==> src/rtl/uart_pkg.sv <==
// Shared definitions for the UART transmit and receive blocks: FSM state
// encoding, frame width and the bit layout of the software status word.
package uart_pkg;

    typedef enum logic [1:0] {
        ST_IDLE  = 2'd0,
        ST_START = 2'd1,
        ST_DATA  = 2'd2,
        ST_STOP  = 2'd3
    } uart_state_t;

    localparam int UART_DATA_BITS = 8;

    localparam int EMPTY_BIT = 0;
    localparam int FULL_BIT  = 1;
    localparam int BUSY_BIT  = 2;
    localparam int OVF_BIT   = 3;
    localparam int COUNT_LSB = 4;

endpackage

==> src/rtl/uart_fifo.sv <==
// Byte FIFO for the UART transmit queue. A power-of-two circular buffer
// whose pointers wrap naturally; dout always shows the current head so
// the consumer can pop and use the byte in the same cycle. A push into a
// full FIFO is only taken when a pop frees a slot on the same edge.
module uart_fifo
    import uart_pkg::*;
#(
    parameter int DEPTH_LOG2 = 4
) (
    input  logic                      clock,
    input  logic                      reset,
    input  logic                      push,
    input  logic                      pop,
    input  logic [UART_DATA_BITS-1:0] din,
    output logic [UART_DATA_BITS-1:0] dout,
    output logic                      full,
    output logic                      empty,
    output logic [DEPTH_LOG2:0]       count
);

    localparam int DEPTH = 1 << DEPTH_LOG2;
    localparam logic [DEPTH_LOG2:0] DEPTH_CNT = {1'b1, {DEPTH_LOG2{1'b0}}};

    logic [UART_DATA_BITS-1:0] mem [DEPTH];
    logic [DEPTH_LOG2-1:0]     wr_ptr;
    logic [DEPTH_LOG2-1:0]     rd_ptr;
    logic                      do_push;
    logic                      do_pop;

    assign do_pop  = pop && !empty;
    assign do_push = push && (!full || do_pop);

    assign dout  = mem[rd_ptr];
    assign full  = (count == DEPTH_CNT);
    assign empty = (count == '0);

    // Storage array; contents need no reset because count gates every read.
    always_ff @(posedge clock) begin
        if (do_push) begin
            mem[wr_ptr] <= din;
        end
    end

    // Pointer and occupancy bookkeeping; simultaneous push and pop keep count.
    always_ff @(posedge clock) begin
        if (reset) begin
            wr_ptr <= '0;
            rd_ptr <= '0;
            count  <= '0;
        end else begin
            if (do_push) begin
                wr_ptr <= wr_ptr + 1'b1;
            end
            if (do_pop) begin
                rd_ptr <= rd_ptr + 1'b1;
            end
            case ({do_push, do_pop})
                2'b10:   count <= count + 1'b1;
                2'b01:   count <= count - 1'b1;
                default: count <= count;
            endcase
        end
    end

endmodule

==> src/rtl/uart_tx_queue.sv <==
// Buffered 8N1 UART transmitter. CPU byte stores land in a FIFO and are
// shifted out LSB first at BAUD_DIV clocks per bit. When the queue still
// holds data at the last stop-bit cycle the next start bit follows with no
// idle gap. A sticky overflow flag records bytes dropped on a full queue.
module uart_tx_queue
    import uart_pkg::*;
#(
    parameter int BAUD_DIV   = 16,
    parameter int DEPTH_LOG2 = 4
) (
    input  logic                      clock,
    input  logic                      reset,
    input  logic                      wr_en,
    input  logic [UART_DATA_BITS-1:0] wr_data,
    input  logic                      clr_ovf,
    output logic                      tx,
    output logic                      full,
    output logic                      empty,
    output logic                      busy,
    output logic                      overflow,
    output logic [31:0]               status
);

    localparam logic [15:0] BIT_TIME_LAST = 16'(BAUD_DIV - 1);
    localparam logic [2:0]  LAST_BIT      = 3'(UART_DATA_BITS - 1);

    uart_state_t               state;
    uart_state_t               next_state;
    logic [15:0]               bit_timer;
    logic [15:0]               timer_next;
    logic [2:0]                bit_idx;
    logic [2:0]                idx_next;
    logic [UART_DATA_BITS-1:0] shift_reg;
    logic [UART_DATA_BITS-1:0] shift_next;
    logic                      tx_reg;
    logic                      tx_next;
    logic                      bit_done;

    logic                      fifo_pop;
    logic                      fifo_full;
    logic                      fifo_empty;
    logic [UART_DATA_BITS-1:0] fifo_dout;
    logic [DEPTH_LOG2:0]       fifo_count;

    uart_fifo #(
        .DEPTH_LOG2(DEPTH_LOG2)
    ) u_fifo (
        .clock (clock),
        .reset (reset),
        .push  (wr_en),
        .pop   (fifo_pop),
        .din   (wr_data),
        .dout  (fifo_dout),
        .full  (fifo_full),
        .empty (fifo_empty),
        .count (fifo_count)
    );

    assign bit_done = (bit_timer == '0);

    // FSM state register; reset aborts any frame in flight.
    always_ff @(posedge clock) begin
        if (reset) begin
            state <= ST_IDLE;
        end else begin
            state <= next_state;
        end
    end

    // Next-state decode: every bit period ends when the bit timer reaches zero.
    always_comb begin
        next_state = state;
        case (state)
            ST_IDLE: begin
                if (!fifo_empty) begin
                    next_state = ST_START;
                end
            end
            ST_START: begin
                if (bit_done) begin
                    next_state = ST_DATA;
                end
            end
            ST_DATA: begin
                if (bit_done && (bit_idx == LAST_BIT)) begin
                    next_state = ST_STOP;
                end
            end
            ST_STOP: begin
                if (bit_done) begin
                    next_state = fifo_empty ? ST_IDLE : ST_START;
                end
            end
            default: next_state = ST_IDLE;
        endcase
    end

    // Output decode: pop strobe and the next line level, timer, index and shift value.
    always_comb begin
        fifo_pop   = 1'b0;
        timer_next = bit_done ? BIT_TIME_LAST : bit_timer - 1'b1;
        idx_next   = bit_idx;
        shift_next = shift_reg;
        tx_next    = tx_reg;
        case (state)
            ST_IDLE: begin
                timer_next = BIT_TIME_LAST;
                tx_next    = 1'b1;
                if (!fifo_empty) begin
                    fifo_pop   = 1'b1;
                    shift_next = fifo_dout;
                    tx_next    = 1'b0;
                end
            end
            ST_START: begin
                if (bit_done) begin
                    idx_next = 3'd0;
                    tx_next  = shift_reg[0];
                end
            end
            ST_DATA: begin
                if (bit_done) begin
                    if (bit_idx == LAST_BIT) begin
                        tx_next = 1'b1;
                    end else begin
                        shift_next = shift_reg >> 1;
                        idx_next   = bit_idx + 3'd1;
                        tx_next    = shift_reg[1];
                    end
                end
            end
            ST_STOP: begin
                if (bit_done) begin
                    if (!fifo_empty) begin
                        fifo_pop   = 1'b1;
                        shift_next = fifo_dout;
                        tx_next    = 1'b0;
                    end else begin
                        tx_next = 1'b1;
                    end
                end
            end
            default: begin
                tx_next = 1'b1;
            end
        endcase
    end

    // Datapath registers: bit timer, bit index, shift register and the line driver.
    always_ff @(posedge clock) begin
        if (reset) begin
            bit_timer <= BIT_TIME_LAST;
            bit_idx   <= 3'd0;
            shift_reg <= '0;
            tx_reg    <= 1'b1;
        end else begin
            bit_timer <= timer_next;
            bit_idx   <= idx_next;
            shift_reg <= shift_next;
            tx_reg    <= tx_next;
        end
    end

    // Sticky overflow: a dropped write sets it and wins over a same-cycle clear.
    always_ff @(posedge clock) begin
        if (reset) begin
            overflow <= 1'b0;
        end else if (wr_en && fifo_full && !fifo_pop) begin
            overflow <= 1'b1;
        end else if (clr_ovf) begin
            overflow <= 1'b0;
        end
    end

    assign tx    = tx_reg;
    assign full  = fifo_full;
    assign empty = fifo_empty;
    assign busy  = (state != ST_IDLE);

    // Status word assembled from registered flags for the CPU load path.
    always_comb begin
        status                                 = '0;
        status[EMPTY_BIT]                      = fifo_empty;
        status[FULL_BIT]                       = fifo_full;
        status[BUSY_BIT]                       = busy;
        status[OVF_BIT]                        = overflow;
        status[COUNT_LSB +: DEPTH_LOG2 + 1]    = fifo_count;
    end

endmodule

==> config.mk <==
export PLATFORM = sky130hd
export DESIGN_NAME = uart_tx_queue
export DESIGN_NICKNAME = d
export VERILOG_FILES = /design/src/rtl/uart_pkg.sv /design/src/rtl/uart_fifo.sv /design/src/rtl/uart_tx_queue.sv
export SDC_FILE = /design/constraint.sdc
export NUM_CORES = 1
export LEC_CHECK = 0
export BUFFER_PORTS_ARGS = -buffer_cell sky130_fd_sc_hd__buf_4
export CORE_UTILIZATION = 60
export CTS_CLUSTER_DIAMETER = 40
export DETAILED_ROUTE_END_ITERATION = 10
export GPL_TIMING_DRIVEN = 0
export PLACE_DENSITY_LB_ADDON = 0.25
export SLEW_MARGIN = 0
export SYNTH_ARGS = -nofsm -noshare
export SYNTH_HDL_FRONTEND = slang
export SYNTH_SLANG_ARGS = --single-unit
==> constraint.sdc <==
create_clock -name clock -period 8.3 [get_ports clock]
set_input_delay 1.66 -clock clock [delete_from_list [all_inputs] [get_ports clock]]
set_output_delay 1.66 -clock clock [all_outputs]
set_load 0.02 [all_outputs]
Word-level counts from Yosys, hierarchy flattened
Memories as Yosys holds them, arrays and structs flattened. A register that Yosys moved wholly into a read port is not among the register bits.
Index checks and enable logic that the tools add are counted.
W data, S select, Z words.

cells by class
  $add $sub $neg = 6
  equality and inequality tests = 13
  mux-type cells = 31
  reduce and logical (&&, ||, !) cells = 22

operator list
  cell                     number
  $mux W8                  4
  $pmux W8 S3              1
  $logic_not A16 Y1        1
  $sub A16 B1 Y16 const B  1
  $mux W1                  12
  $ne A2 B2 Y1 const B     6
  $reduce_and A4 Y1        3
  $pmux W5 S2              1
  $mux W3                  3
  $add A4 B1 Y4 const B    2
  $mux W2                  4
  $mux W4                  2
  $pmux W2 S4              1
  $reduce_bool A2 Y1       4
  $eq A2 B2 Y1 const B     3
  $pmux W3 S2              1
  $add A5 B1 Y5 const B    1
  $eq A5 B5 Y1 const B     1
  $logic_and A1 B1 Y1      5
  $logic_not A5 Y1         1
  $sub A5 B1 Y5 const B    1
  $eq A2 B1 Y1 const B     2
  $pmux W1 S4              1
  $add A3 B1 Y3 const B    1
  other kinds (8)          10

storage, ports and cells
  bits in registers = 44
  bits in writable memories = 128
  input bits = 12
  output and inout bits = 37
  memories kept = 1

memories
  name        words  bits a word  read ports  clocked after memory_dff  wr ports  line             RTL
  u_fifo.mem  16     8            1           1                         1         uart_fifo.sv:24  logic [UART_DATA_BITS-1:0] mem [DEPTH];

Longest topological paths before layout
Gate-level depths: netlist of run 1.

  word-level depth = 9
  gate-level depth with buffers = 12
  gate-level depth less buffers = 12

Hierarchy
A second synthesis of run 1 with hierarchy kept.

second synthesis, totals
  cells, all modules = 540
  area, all modules = 7739.9 um2

modules (own cells, without submodules)
  module         times used  cells each  area an instance (um2)
  uart_fifo      1           325         5866.9
  uart_tx_queue  1           215         1873.0

Least setup slack after synthesis of run 1
Ideal clock, no wire load.

  kind = flip-flop to output port
  from = register u_fifo.count[1]
  to = output status[0]
  arrival = 1.560 ns
  required time = 6.640 ns
  path slack = 5.080 ns
  cell stages (with the launch flop) = 6
  buffers on the path = 3
  path through = dfxtp_1 > clkbuf_1 > nor4_1 > and2_1 > buf_2 > buf_4

between the ends
  cells in the longest elaborated chain, start to end = 1

ends and longest elaborated chain
  element                 line                 RTL
  from (decl)             uart_fifo.sv:18      output logic [DEPTH_LOG2:0] count
  from (signal assigned)  uart_fifo.sv:58      2'b10: count <= count + 1'b1;
  from (signal assigned)  uart_fifo.sv:59      2'b01: count <= count - 1'b1;
  from (signal assigned)  uart_fifo.sv:60      default: count <= count;
  $logic_not A5 Y1        uart_fifo.sv:35      assign empty = (count == '0);
  to (decl)               uart_tx_queue.sv:21  output logic [31:0] status

No other way between the ends.

Final worst setup path of run 1
Same ends and word-level chain as after synthesis.

==> results.sh, run 1 <==
export IMPL_coreArea_sq_um=12110
export IMPL_die_area_sq_um=13020
export IMPL_hpwl_um=9590
export IMPL_gp_congestion=0.8075
export IMPL_drv_cap=0
export IMPL_cts_resized_gates=0
export IMPL_dpl_cell_area_sq_um=8024
export IMPL_p_per_area_nw_per_um2=305.2
export IMPL_synth_seq_cells=176
export IMPL_largest_register_ffs=128
export IMPL_hold_path_class="register to register"
export IMPL_grt_pass1_vias=4375
export IMPL_syn_area_sq_um=7543
export IMPL_grt_max_degree=19
export IMPL_vias_per_cell=5.747
export IMPL_worstPathArrival_ns=2.21
export IMPL_clock_skew_ns=0.01409
export IMPL_crit_slowest_cell="nor4_1"
export IMPL_firstDrtPassIters=5
export IMPL_cts_setup_buffers=0
export IMPL_ys_async_sr_fraction_pct=0
export IMPL_p_sw_share_pct=32.03
export IMPL_grt_pass1_wl_um=22280
export IMPL_hold_viol=0
export IMPL_synthCells=534
export IMPL_cts_tree="built"
export IMPL_synth_ff_type="edfxtp_1"
export IMPL_clock_path_buffers=2
export IMPL_cts_buffers=17
export IMPL_pwr_share_clk_pct=31.1
export IMPL_drc_errors=0
export IMPL_die_y_um=114.1
export IMPL_num_vias=4494
export IMPL_htreeDepth=4
export IMPL_drt_initial_drc_count=427
export IMPL_setup_viol=0
export IMPL_yosys_area_share_simple_pct=8.542
export IMPL_postCtsHoldBufs=0
export IMPL_num_antenna_cells=0
export IMPL_clock_sinks=176
export IMPL_rows=40
export IMPL_area_delta_synth_final_pct=14.78
export IMPL_p_sw_w=0.0008465
export IMPL_p_int_w=0.001796
export IMPL_min_period_ns=3.868
export IMPL_vdd_drop_max_mv=0.2953
export IMPL_track_usage_pct=23.75
export IMPL_synth_edf_count=128
export IMPL_wl_per_cell_um=18.52
export IMPL_syn_area_per_cell_sq_um=14.13
export IMPL_synth_compound_area_share_pct=5.822
export IMPL_drive_above_1_share_pct=22.15
export IMPL_antenna_found_initial=0
export IMPL_maxSlewHeadroom_pct=15.49
export IMPL_synth_top_family_by_area="multiplexers"
export IMPL_ios=49
export IMPL_path_cells="clkbuf_1, nor4_1, and2_1, buf_2, buf_4, buf_4"
export IMPL_p_comb_share_pct=29.2
export IMPL_critical_path_required_ns=6.64
export IMPL_drv_slew=0
export IMPL_synthMuxAreaShare_pct=11.91
export IMPL_cp_end_kind="primary output"
export IMPL_start_kind="register"
export IMPL_fmax_mhz=258.5
export IMPL_fp_dieW_um=114.1
export IMPL_cpPeakStageDelay_ns=0.61
export IMPL_cpMostUsedCell="buf_4"
export IMPL_cp_max_fo=8
export IMPL_fin_nets=629
export IMPL_fin_crit_sh_pct=46.60
export IMPL_cts_root_buf="clkbuf_16"
export IMPL_rsz0062_at_grt="false"
export IMPL_start_util_pct=62.28
export IMPL_ys_types=52
export IMPL_yosys_warnings=0
export IMPL_yosysSeqAreaShare_pct=63.69
export IMPL_p_leak_nw=3.053
export IMPL_utilization_pct=71.49
export IMPL_postRouteWirelength_um=14480
export IMPL_portBuffers=25
export IMPL_worst_slew_pin_slew_ns=1.258
export IMPL_clk_latency_ns=0.43
export IMPL_path_buf_inv=4
export IMPL_synthXorXnorAreaFrac_pct=2.438
export IMPL_crit_family="simple AND/OR/NAND/NOR gates"
export IMPL_cts_clk_slew_worst_paths_ns=0.07
export IMPL_criticalPathCategory="register to primary output"
export IMPL_final_cell_area_sq_um=8658
export IMPL_overflow=0
export IMPL_post_synth_fa_ha_maj_area_fraction_pct=2.654
export IMPL_ant_nets=0
export IMPL_status="completed"
export IMPL_whs_ns=0.4155
export IMPL_p_seq_share_pct=39.8
export IMPL_tns_ns=0
[cells by family after synthesis]
family | after synthesis
flip-flops | 176
AND/OR/NAND/NOR | 130
buffers and inverters | 69
AO/OA/AOI/OAI | 66
multiplexers | 55
XOR/XNOR | 21
adder cells (fa/ha/maj) | 16
other | 1
[layer usage]
| layer | global-route usage (%) | part of all wire (%) | up-vias |
|---|---|---|---|
| met4 | 9.610 | 2.1 | 0 |
| li1 | - | - | 2080 |
| met1 | 29.87 | 41 | 2238 |
| met5 | 0 | 0 | - |
| met2 | 40.24 | 51 | 155 |
| met3 | 5.294 | 6.2 | 21 |
[final cells by class]
cell class                 count  area (sq um)
sequential                   176          4805
fill                         819          3453
multi-input combinational    311          2462
clock buffer                  17         425.4
buffer                        50         297.8
tap                          168         210.2
timing repair buffer          26         195.2
clock inverter                15         191.4
inverter                      19         71.32
[path summary, 6_finish.rpt]
check	from	endpoint	slack, ns	depth (start not counted)
worst max-delay path	u_fifo.count[1]	status[0]	4.43	6
worst min-delay path	bit_timer[0]	bit_timer[0]	0.42	1
worst max register to register	bit_timer[0]	u_fifo.mem[0][1]	4.55	9
worst min register to register	bit_timer[0]	bit_timer[0]	0.42	1
[power by group through the flow]
stage / Combinational, W / Sequential (W) / Clock, W
floorplan: 0.000560 / 0.00107 / 0
global placement: 0.000741 / 0.00107 / 0
finish: 0.000771 / 0.00105 / 0.000821
detailed placement: 0.000760 / 0.00107 / 0
global route: 0.000847 / 0.00106 / 0.000862
CTS: 0.000764 / 0.00105 / 0.000830
[through the flow]
step / power, W / cells / worst slack [ns]
global route: 0.002767 / 782 / 4.187
CTS: 0.002644 / 781 / 4.434
finish: 0.002643 / 782 / 4.432
global placement: 0.001807 / 749 / 4.564
detailed placement: 0.001829 / 749 / 4.472
floorplan: 0.001634 / 556 / 5.080
[synthesized netlist by cell type, types with 6 or more instances]
master	n	area, sq um
or3_1	7	43.79
ha_1	16	200.2
a221oi_1	7	61.31
nor2_1	60	225.2
nor3_1	9	45.04
a21oi_1	24	120.1
xor2_1	13	113.9
dfxtp_1	48	960.9
o21ai_0	13	65.06
mux2_2	8	90.09
nand2_1	24	90.09
mux2i_1	20	200.2
xnor2_1	8	70.07
buf_4	28	210.2
a32oi_1	6	52.55
clkbuf_1	14	52.55
mux4_2	27	608.1
edfxtp_1	128	3844
inv_1	19	71.32
[placed cells by master (no fill, tap or decap), drive strengths merged, types with 2 or more instances in the layout]
master and instances:
edfxtp 128, buf 62, nor2 60, dfxtp 48, clkbuf 31, mux4 27
inv 27, nand2 24, a21oi 24, conb 23, mux2i 20, ha 16
xor2 13, o21ai 13, nor3 10, xnor2 8, mux2 8, or3 7
a221oi 7, a32oi 6, nor4 5, and2 4, or4 4, nand2b 3
nand3 3, nor2b 3, clkinv 3, o211ai 2, nand4 2, bufinv 2
clkinvlp 2
(Power assumes the default switching activity.)
==> inputs of run 2 (changes only) <==
--- a/config.mk
+++ b/config.mk
@@ -5,8 +5,9 @@
 export SDC_FILE = /design/constraint.sdc
 export NUM_CORES = 1
 export LEC_CHECK = 0
+export ABC_AREA = 1
 export BUFFER_PORTS_ARGS = -buffer_cell sky130_fd_sc_hd__buf_4
-export CORE_UTILIZATION = 60
+export CORE_UTILIZATION = 55
 export CTS_CLUSTER_DIAMETER = 40
 export DETAILED_ROUTE_END_ITERATION = 10
 export GPL_TIMING_DRIVEN = 0
==> constraint.sdc (replaced) <==
create_clock -name clock -period 3.4 [get_ports clock]
set_input_delay 0.68 -clock clock [delete_from_list [all_inputs] [get_ports clock]]
set_output_delay 0.68 -clock clock [all_outputs]
set_load 0.02 [all_outputs]
==> run 2 against run 1 <==
- critical path depth up 5
- cell count up 21%
- largest cell class unchanged
- synthesized cell count up 29%
==> results.sh, run 2 <==
export IMPL_status="completed"
export IMPL_rr_startpoint="state[0]"
export IMPL_coreArea_sq_um=13510
export IMPL_postRouteWirelength_um=17300
export IMPL_p_leak_nw=3.338
export IMPL_crit_slowest_cell="nor2_1"
export IMPL_criticalPathCategory="register to register"
export IMPL_p_per_area_nw_per_um2=712.2
export IMPL_ios=49
export IMPL_fmax_mhz=336.0
export IMPL_p_int_w=0.004165
export IMPL_postCtsHoldBufs=0
export IMPL_clock_path_buffers=2
export IMPL_cts_resized_gates=0
export IMPL_path_cells="inv_1, ha_1, inv_1, nand3_2, o21ai_2, inv_2, nand2_1, nand2_2, inv_2, nand2_1, nor2_1"
export IMPL_gp_congestion=0.9064
export IMPL_fin_crit_sh_pct=87.53
export IMPL_cts_buffers=17
export IMPL_synth_ff_type="edfxtp_1"
export IMPL_whs_ns=0.4010
export IMPL_htreeDepth=4
export IMPL_synthCells=691
export IMPL_clk_latency_ns=0.42
export IMPL_drt_initial_drc_count=440
export IMPL_vias_per_cell=5.526
export IMPL_worstPathArrival_ns=3.02
export IMPL_r2r_slack_ns=0.42
export IMPL_vdd_drop_max_mv=0.4786
export IMPL_cp_end_kind="register"
export IMPL_yosysSeqAreaShare_pct=62.04
export IMPL_synthTopCellsByArea="edfxtp_1 50%, dfxtp_1 12%, mux2i_1 4.1%"
export IMPL_crit_path_start="state[0]"
export IMPL_die_area_sq_um=14560
export IMPL_rsz0062_at_grt="false"
export IMPL_p_sw_w=0.002089
export IMPL_netlist_top_cells_count="128 x edfxtp_1, 65 x inv_1, 60 x a21oi_1, 60 x o21ai_0, 59 x nand2_1"
export IMPL_cts_tree="built"
export IMPL_fin_nets=784
export IMPL_start_kind="register"
export IMPL_tns_ns=0
export IMPL_synth_edf_count=128
export IMPL_fp_dieW_um=120.7
export IMPL_critical_path_required_ns=3.44
export IMPL_yosys_warnings=0
export IMPL_maxSlewHeadroom_pct=32.08
export IMPL_firstDrtPassIters=5
export IMPL_ys_async_sr_fraction_pct=0
export IMPL_hold_viol=0
export IMPL_fillCellCount=1033
export IMPL_synth_seq_cells=176
export IMPL_cpPeakStageDelay_ns=0.79
export IMPL_syn_area_per_cell_sq_um=11.21
export IMPL_pwr_share_clk_pct=29.4
export IMPL_cts_root_buf="clkbuf_16"
export IMPL_overflow=0
export IMPL_drv_slew=0
export IMPL_grt_max_degree=17
export IMPL_p_comb_share_pct=30.1
export IMPL_setup_ws_ns=0.4240
export IMPL_min_period_ns=2.976
export IMPL_die_y_um=120.7
export IMPL_drc_errors=0
export IMPL_preCtsSetupSlack_ns=0.4801
export IMPL_portBuffers=24
export IMPL_grt_pass1_wl_um=26860
export IMPL_yosysTopAreaCell="edfxtp_1"
export IMPL_p_sw_share_pct=33.40
export IMPL_largest_register_ffs=128
export IMPL_drive_above_1_share_pct=14.82
export IMPL_yosysTopAreaCellShare_pct=49.63
export IMPL_cp_max_fo=8
export IMPL_start_util_pct=57.35
export IMPL_wl_per_cell_um=18.31
export IMPL_rows=42
export IMPL_synth_most_common_cell="edfxtp_1"
export IMPL_clock_sinks=176
export IMPL_ant_nets=0
export IMPL_num_antenna_cells=0
export IMPL_hp_start="bit_timer[0]"
export IMPL_drv_cap=0
export IMPL_setup_viol=0
export IMPL_syn_area_sq_um=7745
export IMPL_p_seq_share_pct=40.5
export IMPL_final_cell_mix="128 x edfxtp_1, 65 x inv_1, 60 x o21ai_0, 60 x a21oi_1, 59 x nand2_1"
export IMPL_antenna_found_initial=0
export IMPL_area_delta_synth_final_pct=13.38
export IMPL_cts_clk_slew_worst_paths_ns=0.06
export IMPL_utilization_pct=65.02
export IMPL_grt_pass1_vias=4989
export IMPL_track_usage_pct=25.37
export IMPL_num_vias=5222
export IMPL_worst_slew_pin_slew_ns=1.015
export IMPL_ys_types=40
export IMPL_clock_skew_ns=0.007821
export IMPL_cts_setup_buffers=0
export IMPL_hold_path_class="register to register"
export IMPL_layout_commonest_cell="edfxtp_1"
export IMPL_hpwl_um=11990
-- run 2: final timing paths --
kind	endpoint	cells past startpoint
max	u_fifo.mem[15][7]	11
min	bit_timer[0]	1
max reg2reg	u_fifo.mem[15][7]	11
min reg2reg	bit_timer[0]	1
-- run 2: worst max-delay path, delay by kind of cell (launching register included) --
kind,cells,cell delay [ns]
AO/OA/AOI/OAI,1,0.23
flip-flops,1,0.40
AND/OR/NAND/NOR,5,1.17
buffers and inverters,4,0.43
adder cells (fa/ha/maj),1,0.35
-- run 2: power by group through the flow --
stage / clock network [W] / logic [W] / registers (W)
floorplan: 0 / 0.00130 / 0.00259
global placement: 0 / 0.00181 / 0.00257
detailed placement: 0 / 0.00186 / 0.00258
CTS: 0.00186 / 0.00187 / 0.00253
global route: 0.00194 / 0.00205 / 0.00255
finish: 0.00184 / 0.00188 / 0.00253
-- run 2: logic make-up after synthesis --
| group | Yosys count | synth area share [%] |
|---|---|---|
| AOI/OAI and AO/OA | 170 | 12.50 |
| xor gates and xnor gates | 7 | 0.7916 |
| adders and majority gates | 16 | 2.585 |
| buffers and inverters | 127 | 7.803 |
| DFF | 176 | 62.04 |
| muxes | 32 | 4.136 |
| other | 1 | 0.04842 |
| and+or+nand+nor | 162 | 10.10 |
-- run 2: final cells by class --
cell class	instances	area, sq um	share of cell area, %
Inverter	73	274.0	3.121
Clock buffer	19	432.9	4.930
Tap cell	176	220.2	2.508
Clock inverter	13	120.1	1.368
Multi-Input combinational cell	410	2419	27.54
Buffer	54	330.3	3.762
Timing Repair Buffer	24	180.2	2.052
Sequential cell	176	4805	54.72
-- run 2: metal layers --
metal  vias to the layer above  part of all wire, %  GRT usage, %
li1                       2503                    -             -
met1                      2515                   43         32.84
met2                       182                   49         42.42
met3                        22                  5.8         5.047
met4                         0                  2.1         9.105
met5                         -                    0             0
-- run 2: per-stage QoR --
step           cell area, sq um  power, W  instances
6_report                   8781  0.006254        945
5_1_grt                    8781  0.006544        945
4_1_cts                    8781  0.006262        945
3_5_place_dp               8228  0.004436        913
3_3_place_gp               8228  0.004375        913
2_1_floorplan              7828  0.003884        713
